`config.mk`:
```
export PLATFORM = sky130hd
export DESIGN_NAME = bin_mac_popcnt
export DESIGN_NICKNAME = d
export VERILOG_FILES = /design/src/rtl/bin_npu_pkg.sv /design/src/rtl/bin_mac_popcnt_popcnt.sv /design/src/rtl/bin_mac_popcnt.sv
export SDC_FILE = /design/constraint.sdc
export NUM_CORES = 1
export LEC_CHECK = 0
export BUFFER_PORTS_ARGS = -buffer_cell sky130_fd_sc_hd__buf_2
export CORE_MARGIN = 3
export CORE_UTILIZATION = 38
export DETAILED_ROUTE_END_ITERATION = 6
export PLACE_DENSITY = 0.63
export SYNTH_ARGS = -nofsm -noshare
export SYNTH_HDL_FRONTEND = slang
export SYNTH_SLANG_ARGS = --single-unit
```
`constraint.sdc`:
```
create_clock -name clk_i -period 19.1 [get_ports clk_i]
set_input_delay 5.73 -clock clk_i [delete_from_list [all_inputs] [get_ports clk_i]]
set_output_delay 5.73 -clock clk_i [all_outputs]
set_load 0.05 [all_outputs]
```
`src/rtl/bin_npu_pkg.sv`:
```
// Shared types for the binary NPU datapath: mask mode, MAC FSM states and
// accumulator sizing.
package bin_npu_pkg;

  typedef enum logic {
    MODE_AND  = 1'b0,
    MODE_XNOR = 1'b1
  } mode_t;

  typedef enum logic [1:0] {
    IDLE  = 2'd0,
    ACC   = 2'd1,
    DRAIN = 2'd2,
    OUT   = 2'd3
  } state_t;

  // Wide enough for SIZE*MAX_LEN, so a full group can never wrap.
  function automatic int unsigned acc_width(input int unsigned size,
                                            input int unsigned max_len);
    return $clog2(size * max_len + 1);
  endfunction

endpackage

```
`src/rtl/bin_mac_popcnt_popcnt.sv`:
```
// Combinational population count built as a recursive binary adder tree.
module popcnt #(
  parameter  int unsigned SIZE  = 128,
  localparam int unsigned CNT_W = $clog2(SIZE + 1)
) (
  input  logic [SIZE-1:0]  vec,
  output logic [CNT_W-1:0] count
);

  if (SIZE == 1) begin : g_leaf
    assign count = vec;
  end else begin : g_split
    localparam int unsigned LO   = SIZE / 2;
    localparam int unsigned HI   = SIZE - LO;
    localparam int unsigned LO_W = $clog2(LO + 1);
    localparam int unsigned HI_W = $clog2(HI + 1);

    logic [LO_W-1:0] lo_cnt;
    logic [HI_W-1:0] hi_cnt;

    popcnt #(.SIZE(LO)) u_lo (.vec(vec[LO-1:0]),   .count(lo_cnt));
    popcnt #(.SIZE(HI)) u_hi (.vec(vec[SIZE-1:LO]), .count(hi_cnt));

    assign count = CNT_W'(lo_cnt) + CNT_W'(hi_cnt);
  end

endmodule

```
`src/rtl/bin_mac_popcnt.sv`:
```
// Binary MAC: masks IFM against filter (AND / XNOR), popcounts each beat and
// accumulates a programmable number of beats into one partial sum.
module bin_mac_popcnt
  import bin_npu_pkg::*;
#(
  parameter int unsigned SIZE    = 128,
  parameter int unsigned MAX_LEN = 64,
  parameter int unsigned LEN_W   = $clog2(MAX_LEN + 1),
  parameter int unsigned ACC_W   = acc_width(SIZE, MAX_LEN)
) (
  input  logic             clk_i,
  input  logic             rst_ni,
  input  logic             mode_i,
  input  logic [LEN_W-1:0] len_i,
  input  logic             valid_i,
  output logic             ready_o,
  input  logic [SIZE-1:0]  IFM_i,
  input  logic [SIZE-1:0]  filter_i,
  output logic             valid_o,
  input  logic             ready_i,
  output logic [ACC_W-1:0] sum_o
);

  localparam int unsigned PC_W = $clog2(SIZE + 1);

  state_t           state, state_next;
  mode_t            mode_q, mode_cur;
  logic [LEN_W-1:0] len_q, len_in_eff, len_cur, cnt, cnt_inc;
  logic             accept, last_beat;
  logic [SIZE-1:0]  masked, s1_vec;
  logic             s1_valid, s1_first, s1_last;
  logic [PC_W-1:0]  pc;
  logic [ACC_W-1:0] acc;

  always_comb begin
    len_in_eff = len_i;
    if (len_i == '0)                      len_in_eff = LEN_W'(1);
    else if (len_i > LEN_W'(MAX_LEN))     len_in_eff = LEN_W'(MAX_LEN);
  end

  assign ready_o = (state == IDLE) || (state == ACC);
  assign accept  = valid_i && ready_o;

  // First beat of a group uses the live mode/len; later beats use the latched copies.
  always_comb begin
    mode_cur  = (state == IDLE) ? mode_t'(mode_i) : mode_q;
    len_cur   = (state == IDLE) ? len_in_eff : len_q;
    cnt_inc   = (state == IDLE) ? LEN_W'(1) : cnt + LEN_W'(1);
    last_beat = (cnt_inc == len_cur);
    masked    = (mode_cur == MODE_XNOR) ? ~(IFM_i ^ filter_i) : (IFM_i & filter_i);
  end

  always_comb begin
    state_next = state;
    unique case (state)
      IDLE:    if (accept) state_next = last_beat ? DRAIN : ACC;
      ACC:     if (accept && last_beat) state_next = DRAIN;
      DRAIN:   state_next = OUT;
      OUT:     if (ready_i) state_next = IDLE;
      default: state_next = IDLE;
    endcase
  end

  always_ff @(posedge clk_i or negedge rst_ni) begin
    if (!rst_ni) begin
      state  <= IDLE;
      mode_q <= MODE_AND;
      len_q  <= '0;
      cnt    <= '0;
    end else begin
      state <= state_next;
      if (accept) begin
        cnt <= cnt_inc;
        if (state == IDLE) begin
          mode_q <= mode_cur;
          len_q  <= len_in_eff;
        end
      end
    end
  end

  always_ff @(posedge clk_i or negedge rst_ni) begin
    if (!rst_ni) begin
      s1_valid <= 1'b0;
      s1_first <= 1'b0;
      s1_last  <= 1'b0;
      s1_vec   <= '0;
    end else begin
      s1_valid <= accept;
      if (accept) begin
        s1_vec   <= masked;
        s1_first <= (state == IDLE);
        s1_last  <= last_beat;
      end
    end
  end

  popcnt #(.SIZE(SIZE)) u_popcnt (.vec(s1_vec), .count(pc));

  always_ff @(posedge clk_i or negedge rst_ni) begin
    if (!rst_ni) begin
      acc     <= '0;
      sum_o   <= '0;
      valid_o <= 1'b0;
    end else begin
      if (s1_valid) begin
        if (s1_last) begin
          sum_o   <= (s1_first ? '0 : acc) + ACC_W'(pc);
          acc     <= '0;
          valid_o <= 1'b1;
        end else begin
          acc <= (s1_first ? '0 : acc) + ACC_W'(pc);
        end
      end else if ((state == OUT) && ready_i) begin
        valid_o <= 1'b0;
      end
    end
  end

endmodule

```
==> flow_metrics.tcl <==
set metrics [dict create \
    status "completed" \
    path_clk_slew_ns 0.08 \
    fin_crit_sh 0.407 \
    rr_startpoint "s1_vec[119]$_DFFE_PN0P_" \
    io_pins 284 \
    cts_root_buf "clkbuf_16" \
    relSlewSlack 0.258 \
    detailed_place.area_mm2 0.0154 \
    synth_cell_types 48 \
    grt_busiest_layer "met2" \
    cts_buffer_depth 2 \
    met2_usage 0.303 \
    synth.area.top_cells "dfrtp_1 (33%), fa_1 (17%), ha_1 (16%), inv_1 (5.2%), a21oi_1 (5.0%)" \
    tns_ns 0 \
    rows 68 \
    drt-initial-drc-count 444 \
    cp.arrival_ns 8.12 \
    ctsResizeCount 0 \
    synth_fp_nets 2010 \
    endpoint "acc[10]$_DFFE_PN0P_" \
    hpwl_um 26300 \
    maxSlewViolCount 0 \
    postCtsSetupRepairBufs 0 \
    die_x_um 195 \
    syn2layout_area_growth_pct 17.8 \
    ys_async_sr_fraction 1.00 \
    cts-htree-levels 4 \
    synth_ff_type "dfrtp_1" \
    cts_tree "yes" \
    critPathMaxFanout 4 \
    antenna_found_initial 5 \
    drive_gt1_frac 0.196 \
    worst_pin_slew_ns 1.11 \
    worstSetupPathType "flip-flop to flip-flop" \
    reg2reg_slack_ns 11.32 \
    grt_pass1_vias 10600 \
    gp_congestion 0.852 \
    grt_max_degree 257 \
    r2r_cells 23 \
    die_h_um 195 \
    critPathLaunch "s1_vec[119]$_DFFE_PN0P_" \
    cts.sinks 177 \
    final_cell_area_mm2 0.0160 \
    synth_edf_count 0 \
    postRouteAntennaNets 0 \
    rsz0062_at_grt "no" \
    grt_pass1_wl_um 53600 \
    route.detailed.drc 0 \
    n_fill_cell 3414 \
    max_freq_ghz 0.129 \
    regArea_mm2 0.00443 \
    wl_um 32600 \
    cp-end-kind "flip-flop" \
    insertion_delay_ns 0.43 \
    layout_commonest_cell "buf_2" \
    ys_seq_area_frac 0.326 \
    hold_path_class "flip-flop to flip-flop" \
    numCtsBuffers 17 \
    grt_use_total 0.175 \
    use_met1 0.232 \
    ys_ff_latch 177 \
    multi_input_area_mm2 0.00819 \
    port-buffer-count 283 \
    cp-start-kind "flip-flop" \
    vias 10200 \
    finClkSkew_ns 0.0150 \
    syn_inst 1446 \
    netlist_area_mm2 0.0136 \
    synth.avg_cell_area_um2 9.41 \
    setup_viol 0 \
    yosysWarningCount 0 \
    wire_per_inst_um 15.2 \
    dr.pass1.iters 5 \
    final_cell_mix "buf_2 (282), inv_1 (188), ha_1 (178)" \
    start_util 0.390 \
    coreArea_mm2 0.0349 \
    cap_violations 0 \
    finalHoldViolCount 0 \
    fin_crit_ns 7.78 \
    r2r-end "acc[10]$_DFFE_PN0P_" \
    grt_overflow 0 \
    worstPathRequired_ns 19.44 \
    gr-usage-met3 0.0345 \
    via_per_inst 4.76 \
    synth_top_area_cell "dfrtp_1" \
    cts_hold_buf 0 \
    synth_top_area_frac 0.326 \
    dieArea_mm2 0.0381 \
    nets 2247 \
]
==> state kept, by name, summed over array words and instances (netlist names) <==
| register | cells |
|---|---|
| acc | 14 |
| cnt | 7 |
| len_q | 7 |
| mode_q | 1 |
| s1_first | 1 |
| s1_last | 1 |
| s1_valid | 1 |
| s1_vec | 128 |
| state | 2 |
| sum_o | 14 |
| valid_o | 1 |
==> kinds of logic (layout without fill, tap and decap cells) <==
family          after synthesis  in the layout  share of synthesized area
mux                           9              9                    0.00727
xor+xnor                     15             15                    0.00966
flops                       177            177                      0.326
other cells                   0              2                          0
buf+inv                     258            508                     0.0735
compound gates              337            337                      0.139
simple gates                354            354                      0.107
fa+ha+maj                   296            296                      0.337
==> synth_stat cells, types with 10 or more instances <==
| cell | number |
|---|---|
| a21oi_1 | 136 |
| nand2b_1 | 10 |
| nor2_1 | 151 |
| nand2_1 | 141 |
| dfrtp_1 | 177 |
| buf_2 | 22 |
| clkbuf_1 | 43 |
| nand3_1 | 13 |
| fa_1 | 118 |
| nor2b_1 | 11 |
| nor3_1 | 11 |
| xnor2_1 | 11 |
| a211oi_1 | 29 |
| inv_1 | 188 |
| o21a_1 | 10 |
| o21ai_0 | 127 |
| ha_1 | 178 |
==> per-layer routing <==
metal	vias to the layer above	share of wire
met5	-	0.0011
met4	6	0.010
met3	25	0.047
met2	227	0.50
met1	4756	0.45
li1	5234	-
==> through the flow <==
step	hold slack, ns	setup slack, ns	utilization	std cells
after detailed placement	0.465	11.27	0.441	2119
after CTS	0.482	11.28	0.459	2151
final	0.475	11.32	0.459	2153
after global placement	0.463	11.35	0.441	2119
after floorplan	0.450	11.82	-	1446
after global routing	0.515	10.92	0.459	2153
==> worst min-delay path by stage <==
| stage | slack [ns] | from | to | cells after the start |
|---|---|---|---|---|
| after floorplan | 0.45 | s1_vec[100]$_DFFE_PN0P_ | s1_vec[100]$_DFFE_PN0P_ | 2 |
| after global placement | 0.46 | s1_vec[74]$_DFFE_PN0P_ | s1_vec[74]$_DFFE_PN0P_ | 2 |
| after detailed placement | 0.47 | sum_o[5]$_DFFE_PN0P_ | sum_o[5]$_DFFE_PN0P_ | 2 |
| after CTS | 0.48 | sum_o[5]$_DFFE_PN0P_ | sum_o[5]$_DFFE_PN0P_ | 2 |
| after global routing | 0.51 | s1_vec[90]$_DFFE_PN0P_ | s1_vec[90]$_DFFE_PN0P_ | 2 |
| final | 0.47 | sum_o[5]$_DFFE_PN0P_ | sum_o[5]$_DFFE_PN0P_ | 2 |
==> critical path, stage by stage (launching register included) <==
cell and delay, ns:
dfrtp_1 0.41, fa_1 0.56, inv_1 0.06, fa_1 0.48
inv_1 0.05, fa_1 0.47, fa_1 0.49, inv_1 0.05
fa_1 0.49, fa_1 0.50, inv_1 0.06, fa_1 0.48
inv_1 0.05, fa_1 0.52, fa_1 0.43, fa_1 0.46
fa_1 0.43, fa_1 0.47, nor2b_1 0.13, o21ai_1 0.08
a21boi_0 0.36, o2111ai_1 0.27, and2_1 0.23, o221ai_1 0.16
==> area by class of cell <==
cell class,instances,area share
antenna,2,0.000312
clock buffer,17,0.0266
clock inverter,15,0.0134
inverter,188,0.0441
multi-input combinational,1011,0.511
sequential,177,0.277
tap,455,0.0355
timing repair buffer,288,0.0921
Power is not shown: default switching activity piles up to over one toggle a cycle in this logic, so the estimate is an artifact.
